[src/rtl/led_frame_scheduler.sv]
// led_frame_scheduler: shares the 16x16 red/green LED driver between two frame producers.
// Latency: Gnt, FrameStart and the new front-buffer pixels appear together, one cycle after a frame's last strobe.
// Backpressure: a producer holds Req with stable pixels until its Gnt pulse; dropping Req early withdraws it.
// Optional feature: define LED_SCHED_RR_EN for round-robin tie-breaking (default: fixed priority Req0 > Req1).
module led_frame_scheduler #(
  parameter int FREQDIV = 15
) (
  input  logic              Clock,
  input  logic              RST_n,
  input  logic [9:0]        Speed,
  input  logic              Req0,
  input  logic [15:0][15:0] Red0,
  input  logic [15:0][15:0] Grn0,
  input  logic              Req1,
  input  logic [15:0][15:0] Red1,
  input  logic [15:0][15:0] Grn1,
  output logic              Gnt0,
  output logic              Gnt1,
  output logic              FrameStart,
  output logic              Owner,
  output logic              Valid,
  output logic              slowdownCount,
  output logic [15:0][15:0] RedPixels,
  output logic [15:0][15:0] GrnPixels
);

  // The driver counts 2^FREQDIV strobes per row and 16 rows per frame.
  localparam int SCAN_W = FREQDIV + 4;

  typedef enum logic {
    EMPTY   = 1'b0,
    SHOWING = 1'b1
  } state_t;

  state_t            state_q, state_d;
  logic [9:0]        div_q, div_d;
  logic              strobe_q, strobe_d;
  logic [SCAN_W-1:0] scan_q, scan_d;
  logic              gnt0_q, gnt0_d;
  logic              gnt1_q, gnt1_d;
  logic              fstart_q, fstart_d;
  logic              owner_q, owner_d;
  logic              last_gnt_q, last_gnt_d;
  logic [15:0][15:0] red_q, red_d;
  logic [15:0][15:0] grn_q, grn_d;

  logic boundary;
  logic any_req;
  logic winner;
  logic commit;

  // Row-advance divider: one strobe every Speed+1 cycles; the >= compare makes a lowered Speed fire at once.
  always_comb begin
    div_d    = div_q + 10'd1;
    strobe_d = 1'b0;
    if (div_q >= Speed) begin
      div_d    = '0;
      strobe_d = 1'b1;
    end
  end

  // Scan mirror steps on the same strobe edge the driver counts, so both stay in lockstep.
  always_comb begin
    scan_d = scan_q;
    if (strobe_q) begin
      scan_d = scan_q + SCAN_W'(1);
    end
  end

  // The frame ends on the strobe that wraps the scan position back to row 0.
  assign boundary = strobe_q && (scan_q == {SCAN_W{1'b1}});
  assign any_req  = Req0 | Req1;
  assign commit   = boundary & any_req;

`ifdef LED_SCHED_RR_EN
  // Round-robin: on a tie the producer not granted last time wins; a lone requester always wins.
  always_comb begin
    winner = ~Req0;
    if (Req0 && Req1) begin
      winner = ~last_gnt_q;
    end
  end
`else
  // Fixed priority: producer 0 always wins; producer 1 only when producer 0 is idle.
  always_comb begin
    winner = ~Req0;
  end
`endif

  // Frame commit and display FSM: the front buffer only ever changes on a granted boundary.
  always_comb begin
    state_d    = state_q;
    fstart_d   = boundary;
    gnt0_d     = commit & ~winner;
    gnt1_d     = commit & winner;
    owner_d    = owner_q;
    last_gnt_d = last_gnt_q;
    red_d      = red_q;
    grn_d      = grn_q;
    if (commit) begin
      owner_d    = winner;
      last_gnt_d = winner;
      red_d      = winner ? Red1 : Red0;
      grn_d      = winner ? Grn1 : Grn0;
    end
    case (state_q)
      EMPTY:   if (commit) state_d = SHOWING;
      SHOWING: state_d = SHOWING;
    endcase
  end

  // State registers with synchronous active-low reset; reset mid-frame restarts the scan from row 0.
  always_ff @(posedge Clock) begin
    if (!RST_n) begin
      state_q    <= EMPTY;
      div_q      <= '0;
      strobe_q   <= 1'b0;
      scan_q     <= '0;
      gnt0_q     <= 1'b0;
      gnt1_q     <= 1'b0;
      fstart_q   <= 1'b0;
      owner_q    <= 1'b0;
      last_gnt_q <= 1'b1;
      red_q      <= '0;
      grn_q      <= '0;
    end else begin
      state_q    <= state_d;
      div_q      <= div_d;
      strobe_q   <= strobe_d;
      scan_q     <= scan_d;
      gnt0_q     <= gnt0_d;
      gnt1_q     <= gnt1_d;
      fstart_q   <= fstart_d;
      owner_q    <= owner_d;
      last_gnt_q <= last_gnt_d;
      red_q      <= red_d;
      grn_q      <= grn_d;
    end
  end

  assign slowdownCount = strobe_q;
  assign FrameStart    = fstart_q;
  assign Gnt0          = gnt0_q;
  assign Gnt1          = gnt1_q;
  assign Owner         = owner_q;
  assign Valid         = (state_q == SHOWING);
  assign RedPixels     = red_q;
  assign GrnPixels     = grn_q;

endmodule
[config.mk]
export PLATFORM = sky130hd
export DESIGN_NAME = led_frame_scheduler
export DESIGN_NICKNAME = d
export VERILOG_FILES = /design/src/rtl/led_frame_scheduler.sv
export SDC_FILE = /design/constraint.sdc
export NUM_CORES = 1
export LEC_CHECK = 0
export ABC_AREA = 1
export CAP_MARGIN = 20
export CORE_AREA = 8 8 595 597
export DETAILED_ROUTE_END_ITERATION = 10
export DIE_AREA = 0 0 603 605
export PLACE_DENSITY = 0.3
export SYNTH_ARGS = -nofsm -noshare
export SYNTH_HDL_FRONTEND = slang
export SYNTH_SLANG_ARGS = --single-unit
[constraint.sdc]
create_clock -name Clock -period 2.2 [get_ports Clock]
set_input_delay 0.33 -clock Clock [delete_from_list [all_inputs] [get_ports Clock]]
set_output_delay 0.33 -clock Clock [all_outputs]
set_load 0.005 [all_outputs]
==> results.ini, run 1 <==
[outcome]
outcome=finished clean

[detailed_routing]
vias=38460
viasPerCell=3.344
drtIter0Drc=1947
dr.pass1.iters=5
wirelength_um=266900
drtAntennaViolNets=0
wl_per_cell_um=23.21
drcViolationCount=0

[synth]
ys_warn_count=0
syn-num-nets=6315
ys_ff_latch=547
synth_ff_type=dfxtp_1
synth_edf_count=0
yosysUniqueCellTypes=30
synthAdderAreaFrac_pct=0.4576
netlist_area_um2=32810
netlist_instances=5265
synth_top_family_by_area=simple AND/OR/NAND/NOR gates
ys_seq_area_share_pct=33.38
synth-xor-area-share_pct=0.3737
syn_area_per_cell_um2=6.232
synthMuxAreaShare_pct=0
async_flop_share_pct=0
synthSimpleGateAreaFrac_pct=35.10
synth_compound_area_share_pct=12.01

[cts]
path_clk_slew_ns=0.06
clkSinkCount=547
clk-insertion-delay-late_ns=0.77
cts-buffers-inserted=91
cts_tree=done
cts-root-buf=clkbuf_16
clock_path_buffers=4
htreeDepth=3

[cells_and_area]
multi_input_area_um2=15780
seqCellArea_um2=10960
final_common_cell=nand2_1
final_cell_area_um2=58330
post-route-util_pct=16.93
drive_gt1_share_pct=7.434
final.fill_count=39470
final_cell_mix=1,582 x nand2_1, 1,441 x clkdlybuf4s50_1, 1,044 x inv_1
nNetsFinal=7877
areaGrowthSynthToFinish_pct=77.79

[job]
max-cap-violations=0

[worst_setup_path]
slowest_delay_ns=0.66
crit_chain=clkdlybuf4s50_1
critPathMaxFanout=2
crit_family=buffers and inverters
startpoint_type=register
critPathArrivalTime_ns=1.77
slowest_stage=clkdlybuf4s50_1
critPathRequiredTime_ns=1.87
r2r-start=scan_q[0]
endpoint_kind=primary output
worst-path-buf-inv=1
reg2reg_depth=11
startpoint=RedPixels[121]
cp.depth=1
path_class=register to primary output

[floorplan]
ioPinCount=1556
die_h_um=605
initial_core_util_pct=9.521
die_w_um=603
row_count=216
dieArea_um2=364800
core_area_um2=344600

[placement]
post_dp_cell_area_um2=55150
port-buffer-count=1555
dp_hpwl_um=223900
dpl_worst_slack_ns=-0.1739
place_congestion=0.8396

[global_route]
grt.overflow.total=0
grtUsageTotal_pct=13.87
grt_pass1_wl_um=351200
antenna_found_initial=119
grt_max_degree=84
grt_pass1_vias=39590

[sta]
tns_ns=0
maxSlewViolCount=0
finalCritPeriodShare_pct=95.45
worst_slack_ns=0.1001
worst_pin_slew_ns=0.7776
grt_setup_unrepaired=no
setup_violations=0
finalHoldViolCount=0
finalClockSkew_ns=0.03081
final.min_clock_period_ns=2.100
max_freq_ghz=0.4762
slew_headroom_pct=47.69

[hold_path]
hold_class=input port to register
hold_depth=4
hold_start=Req0

[power]
p_per_area_nw_per_um2=503.5
cellLeakagePower_nw=24.29
ir_worst_vdd_mv=0.4932

through the flow:
step / total power [W] / cells / hold slack (ns)
3_3_place_gp: 0.01475 / 11300 / 0.4650
2_1_floorplan: 0.01142 / 5265 / 0.4466
6_report: 0.02937 / 11500 / 0.2403
5_1_grt: 0.03087 / 11470 / 0.2082
4_1_cts: 0.03031 / 11460 / 0.1574
3_5_place_dp: 0.01474 / 11300 / 0.4589
cell type report:
type                    count  area share (%)
well taps                4578           9.820
repair buffers           1866           32.20
multi-input cells        3258           27.06
inverters                1063           6.866
clock inverters            25          0.6264
flip-flops and latches    547           18.79
diodes                     35          0.1502
clock buffers             128           4.487
flip-flops by register name (all words and copies together), names as in the netlist:
register	cells
div_q	10
RedPixels	256
Gnt1	1
Valid	1
slowdownCount	1
GrnPixels	256
Gnt0	1
FrameStart	1
Owner	1
scan_q	19
worst reg2reg max path: stages, from the launching register on:
cell and delay [ns]:
dfxtp_4 0.36, ha_4 0.13, inv_1 0.04, nor2_2 0.12
nand2_2 0.08, nor2_4 0.20, buf_12 0.20, buf_12 0.14
buf_12 0.19, nand4_1 0.13, nand2_1 0.28, nor2_1 0.07
synthesized netlist by cell type (11+ instances only):
master | n | area, um2
dfxtp_1 | 547 | 10950
buf_2 | 89 | 445.4
nand4_1 | 516 | 3228
a21boi_0 | 512 | 3844
buf_1 | 59 | 221.5
nand2_2 | 11 | 68.82
buf_6 | 56 | 630.6
nand2_1 | 1585 | 5949
buf_4 | 18 | 135.1
nor2_1 | 566 | 2125
inv_2 | 19 | 71.32
inv_1 | 1044 | 3919
ha_1 | 12 | 150.1
nand3_1 | 14 | 70.07
clkbuf_1 | 169 | 634.4
worst paths after layout:
check / to / slack, ns
hold / removal: Gnt0 / 0.24
setup / recovery: RedPixels[121] / 0.10
hold reg to reg: Valid / 0.46
setup reg to reg: RedPixels[109] / 0.13
routing by layer:
metal	GRT usage, %	vias to the layer above	wire length (um)
met2	24.68	1137	131700
met1	15.93	17760	107700
met3	5.156	269	22380
met4	2.608	26	4923
li1	-	19270	-
met5	0	-	158
power by group:
part	total, W	switching [W]	internal, W
Sequential	0.00992	0.00000690	0.00991
Combinational	0.00452	0.00207	0.00245
Clock	0.0149	0.00586	0.00907
kinds of logic (layout without fill, tap and decap cells):
family	after synthesis	count (layout)
simple gates	2703	2703
buf+inv	1460	3082
flops	547	547
compound gates	529	529
xor+xnor	14	14
fa+ha+maj	12	12
other cells	0	35
what timing repair did:
action / 4_1_cts / 5_1_grt
gates cloned: 1 / 0
endpoints found under the setup margin: 581 / 244
endpoints found under the hold margin: 2 / 0
pin swaps: 1 / 6
hold buffers: 1 / 0
resized for setup: 105 / 17
buffers inserted: 2 / 6
Note: power is estimated with default switching activity, not from simulation.
==> inputs of run 2 (changes only) <==
--- a/config.mk
+++ b/config.mk
@@ -11,6 +11,7 @@
 export DETAILED_ROUTE_END_ITERATION = 10
 export DIE_AREA = 0 0 603 605
 export PLACE_DENSITY = 0.3
+export SETUP_SLACK_MARGIN = 0.5
 export SYNTH_ARGS = -nofsm -noshare
 export SYNTH_HDL_FRONTEND = slang
 export SYNTH_SLANG_ARGS = --single-unit
==> run 2 against run 1 <==
- register-to-register slack improved by 0.03 ns
- worst setup slack improved by 0.056 ns
- die area did not move
- worst hold slack barely moved
- largest power group unchanged
- utilization rose by 0.43 points
- first-iteration DRC count rose by 3.4%
- fmax rose by 2.7%
- critical path type is now register to register
- combinational power barely moved
- clock power barely moved
==> results.ini, run 2 (synthesis gave the netlist of run 1 again) <==
[cells_and_area]
final_cell_area_um2=59810  ; +2.5%
drive_gt1_share_pct=9.650  ; +2.2 points
areaGrowthSynthToFinish_pct=82.30
nNetsFinal=7954  ; +0.98%
final_common_cell=nand2_1
final_cell_mix=1,555 x nand2_1, 1,161 x clkdlybuf4s50_1, 1,036 x inv_1

[global_route]
grt_use_met3_pct=5.164  ; +0.0088 points
met2_usage_pct=25.17  ; +0.49 points
grt_pass1_vias=39950  ; +0.91%
grt_max_degree=84  ; unchanged
grtUsageTotal_pct=14.17  ; +0.30 points
grt-busiest-layer=met2
grt_pass1_wl_um=357700  ; +1.9%
antenna_found_initial=119  ; unchanged
grt.overflow.total=0  ; unchanged
grt_use_met1_pct=16.37  ; +0.44 points

[floorplan]
core_area_um2=344600  ; unchanged
row_count=216  ; unchanged
initial_core_util_pct=9.521  ; unchanged
die_h_um=605  ; unchanged
ioPinCount=1556  ; unchanged
die_w_um=603  ; unchanged
dieArea_um2=364800  ; unchanged

[worst_setup_path]
cp_common_cell=buf_12
startpoint_type=register
rrSetupSlack_ns=0.16  ; +0.03 ns
critPathArrivalTime_ns=2.74  ; +0.97 ns
slowest_delay_ns=0.35  ; -0.31 ns
path_class=register to register
worst-path-buf-inv=6  ; +5
critPathRequiredTime_ns=2.89  ; +1.02 ns
endpoint_kind=register
reg2reg_depth=13  ; +2
slowest_stage=dfxtp_2
r2r-start=scan_q[1]
crit_chain=ha_4 -> inv_2 -> nor2_4 -> buf_6 -> nand2_4 -> nor2_4 -> nand3_4 -> buf_12 -> buf_12 -> buf_12 -> nand2_1 -> inv_1 -> nor2_1
r2r_end=RedPixels[101]
critPathMaxFanout=34  ; +32
crit_family=buffers and inverters

[sta]
grt_setup_unrepaired=yes
maxSlewViolCount=0  ; unchanged
worst_slack_ns=0.1557  ; +0.05562 ns
final.min_clock_period_ns=2.044  ; -0.05561 ns
worst_pin_slew_ns=0.8091  ; +0.03146 ns
setup_violations=0  ; unchanged
whs_ns=0.2408  ; +0.0004980 ns
finalCritPeriodShare_pct=92.92  ; -2.5 points
finalHoldViolCount=0  ; unchanged
slew_headroom_pct=45.58  ; -2.1 points
max_freq_ghz=0.4892  ; +2.7%
finalClockSkew_ns=0.03304  ; +0.002223 ns

[power]
cellLeakagePower_nw=26.46  ; +8.9%
p_sw_w=0.007953  ; +0.31%
ir_worst_vdd_mv=0.4601  ; -6.7%
swShare_pct=27.06  ; +0.060 points
finalPower_w=0.02939  ; about the same
power.internal_w=0.02144  ; about the same
pwr-share-seq_pct=33.8  ; about the same
pwr-share-clk_pct=50.9  ; about the same
p_per_area_nw_per_um2=491.4  ; -2.4%
combPwrFrac_pct=15.4  ; about the same

[cts]
cts-root-buf=clkbuf_16
cts_tree=done
htreeDepth=3  ; unchanged
clkSinkCount=547  ; unchanged
path_clk_slew_ns=0.06  ; about the same
cts-buffers-inserted=91  ; unchanged
clock_path_buffers=4  ; unchanged
clk-insertion-delay-late_ns=0.77  ; about the same

[hold_path]
hold_class=input port to register
hold_start=Req0
hold_depth=4  ; unchanged
hold_end=Gnt0

[detailed_routing]
vias=38960  ; +1.3%
wl_per_cell_um=23.73  ; +2.2%
drtAntennaViolNets=0  ; unchanged
drcViolationCount=0  ; unchanged
viasPerCell=3.364  ; +0.59%
dr.pass1.iters=5  ; unchanged
wirelength_um=274800  ; +3.0%
drtIter0Drc=2014  ; +3.4%

[placement]
port-buffer-count=1555  ; unchanged
dpl_worst_slack_ns=-0.1739  ; unchanged
post_dp_cell_area_um2=55150  ; unchanged
dp_hpwl_um=223900  ; unchanged
place_congestion=0.8396  ; unchanged

[outcome]
outcome=finished clean

[job]
max-cap-violations=0  ; unchanged

## run 2: changes by cell type in the layout (fill, tap and decap cells not counted), sizes merged
cell / delta
clkdlybuf4s50: -280
dlygate4sd2: +268
buf: +68
clkbuf: +19
diode: +4
bufbuf: +2
## run 2: final cells by class
type | instances | area, um2
flip-flops and latches | 547 | 11000
fillers | 39400 | 284800
inverters | 1063 | 4005
multi-input cells | 3258 | 15920
clock buffers | 128 | 2618
clock inverters | 25 | 365.4
well taps | 4578 | 5728
diodes | 39 | 97.59
repair buffers | 1943 | 20080
## run 2: worst min-delay path: stages
cell    delay [ns]
buf_8         0.13
inv_8         0.09
buf_4         0.26
nor2_1        0.13
## run 2: metrics by stage
| stage | utilization (%) | cells | TNS [ns] |
|---|---|---|---|
| 2_1_floorplan | - | 5265 | 0 |
| 3_3_place_gp | 16.01 | 11300 | -20.00 |
| 3_5_place_dp | 16.01 | 11300 | -34.89 |
| 4_1_cts | 17.09 | 11500 | 0 |
| 5_1_grt | 17.34 | 11550 | 0 |
| 6_report | 17.36 | 11580 | 0 |
## run 2: how the worst max path moves through the flow
stage / to / depth (start not counted) / slack, ns / startpoint
after floorplan: RedPixels[113] / 10 / 0.58 / scan_q[0]
after global placement: RedPixels[80] / 8 / -0.19 / Req0
after detailed placement: GrnPixels[92] / 9 / -0.17 / Req0
after CTS: GrnPixels[85] / 1 / 0.10 / GrnPixels[85]
after global routing: GrnPixels[221] / 13 / 0.03 / scan_q[1]
final: RedPixels[101] / 13 / 0.16 / scan_q[1]
## run 2: power by group through the flow
stage / sequential [W] / clock, W / combinational [W]
finish: 0.00992 / 0.0150 / 0.00452
detailed placement: 0.0101 / 0 / 0.00460
global route: 0.00991 / 0.0161 / 0.00488
CTS: 0.00992 / 0.0158 / 0.00464
floorplan: 0.0101 / 0 / 0.00128
global placement: 0.0101 / 0 / 0.00462
## run 2: per-layer routing
metal	routed length, um	vias up
li1	-	19460
met3	23260	265
met4	4860	30
met2	135700	1134
met1	110800	18070
met5	185	-
## run 2: timing repair
item | 4_1_cts | 5_1_grt
hold endpoints to repair | 3 | 0
endpoints found under the setup margin | 1035 | 1034
gates resized for setup | 526 | 79
pin swaps | 15 | 36
cloned | 17 | 18
hold buffers | 1 | 0
setup buffers | 30 | 21
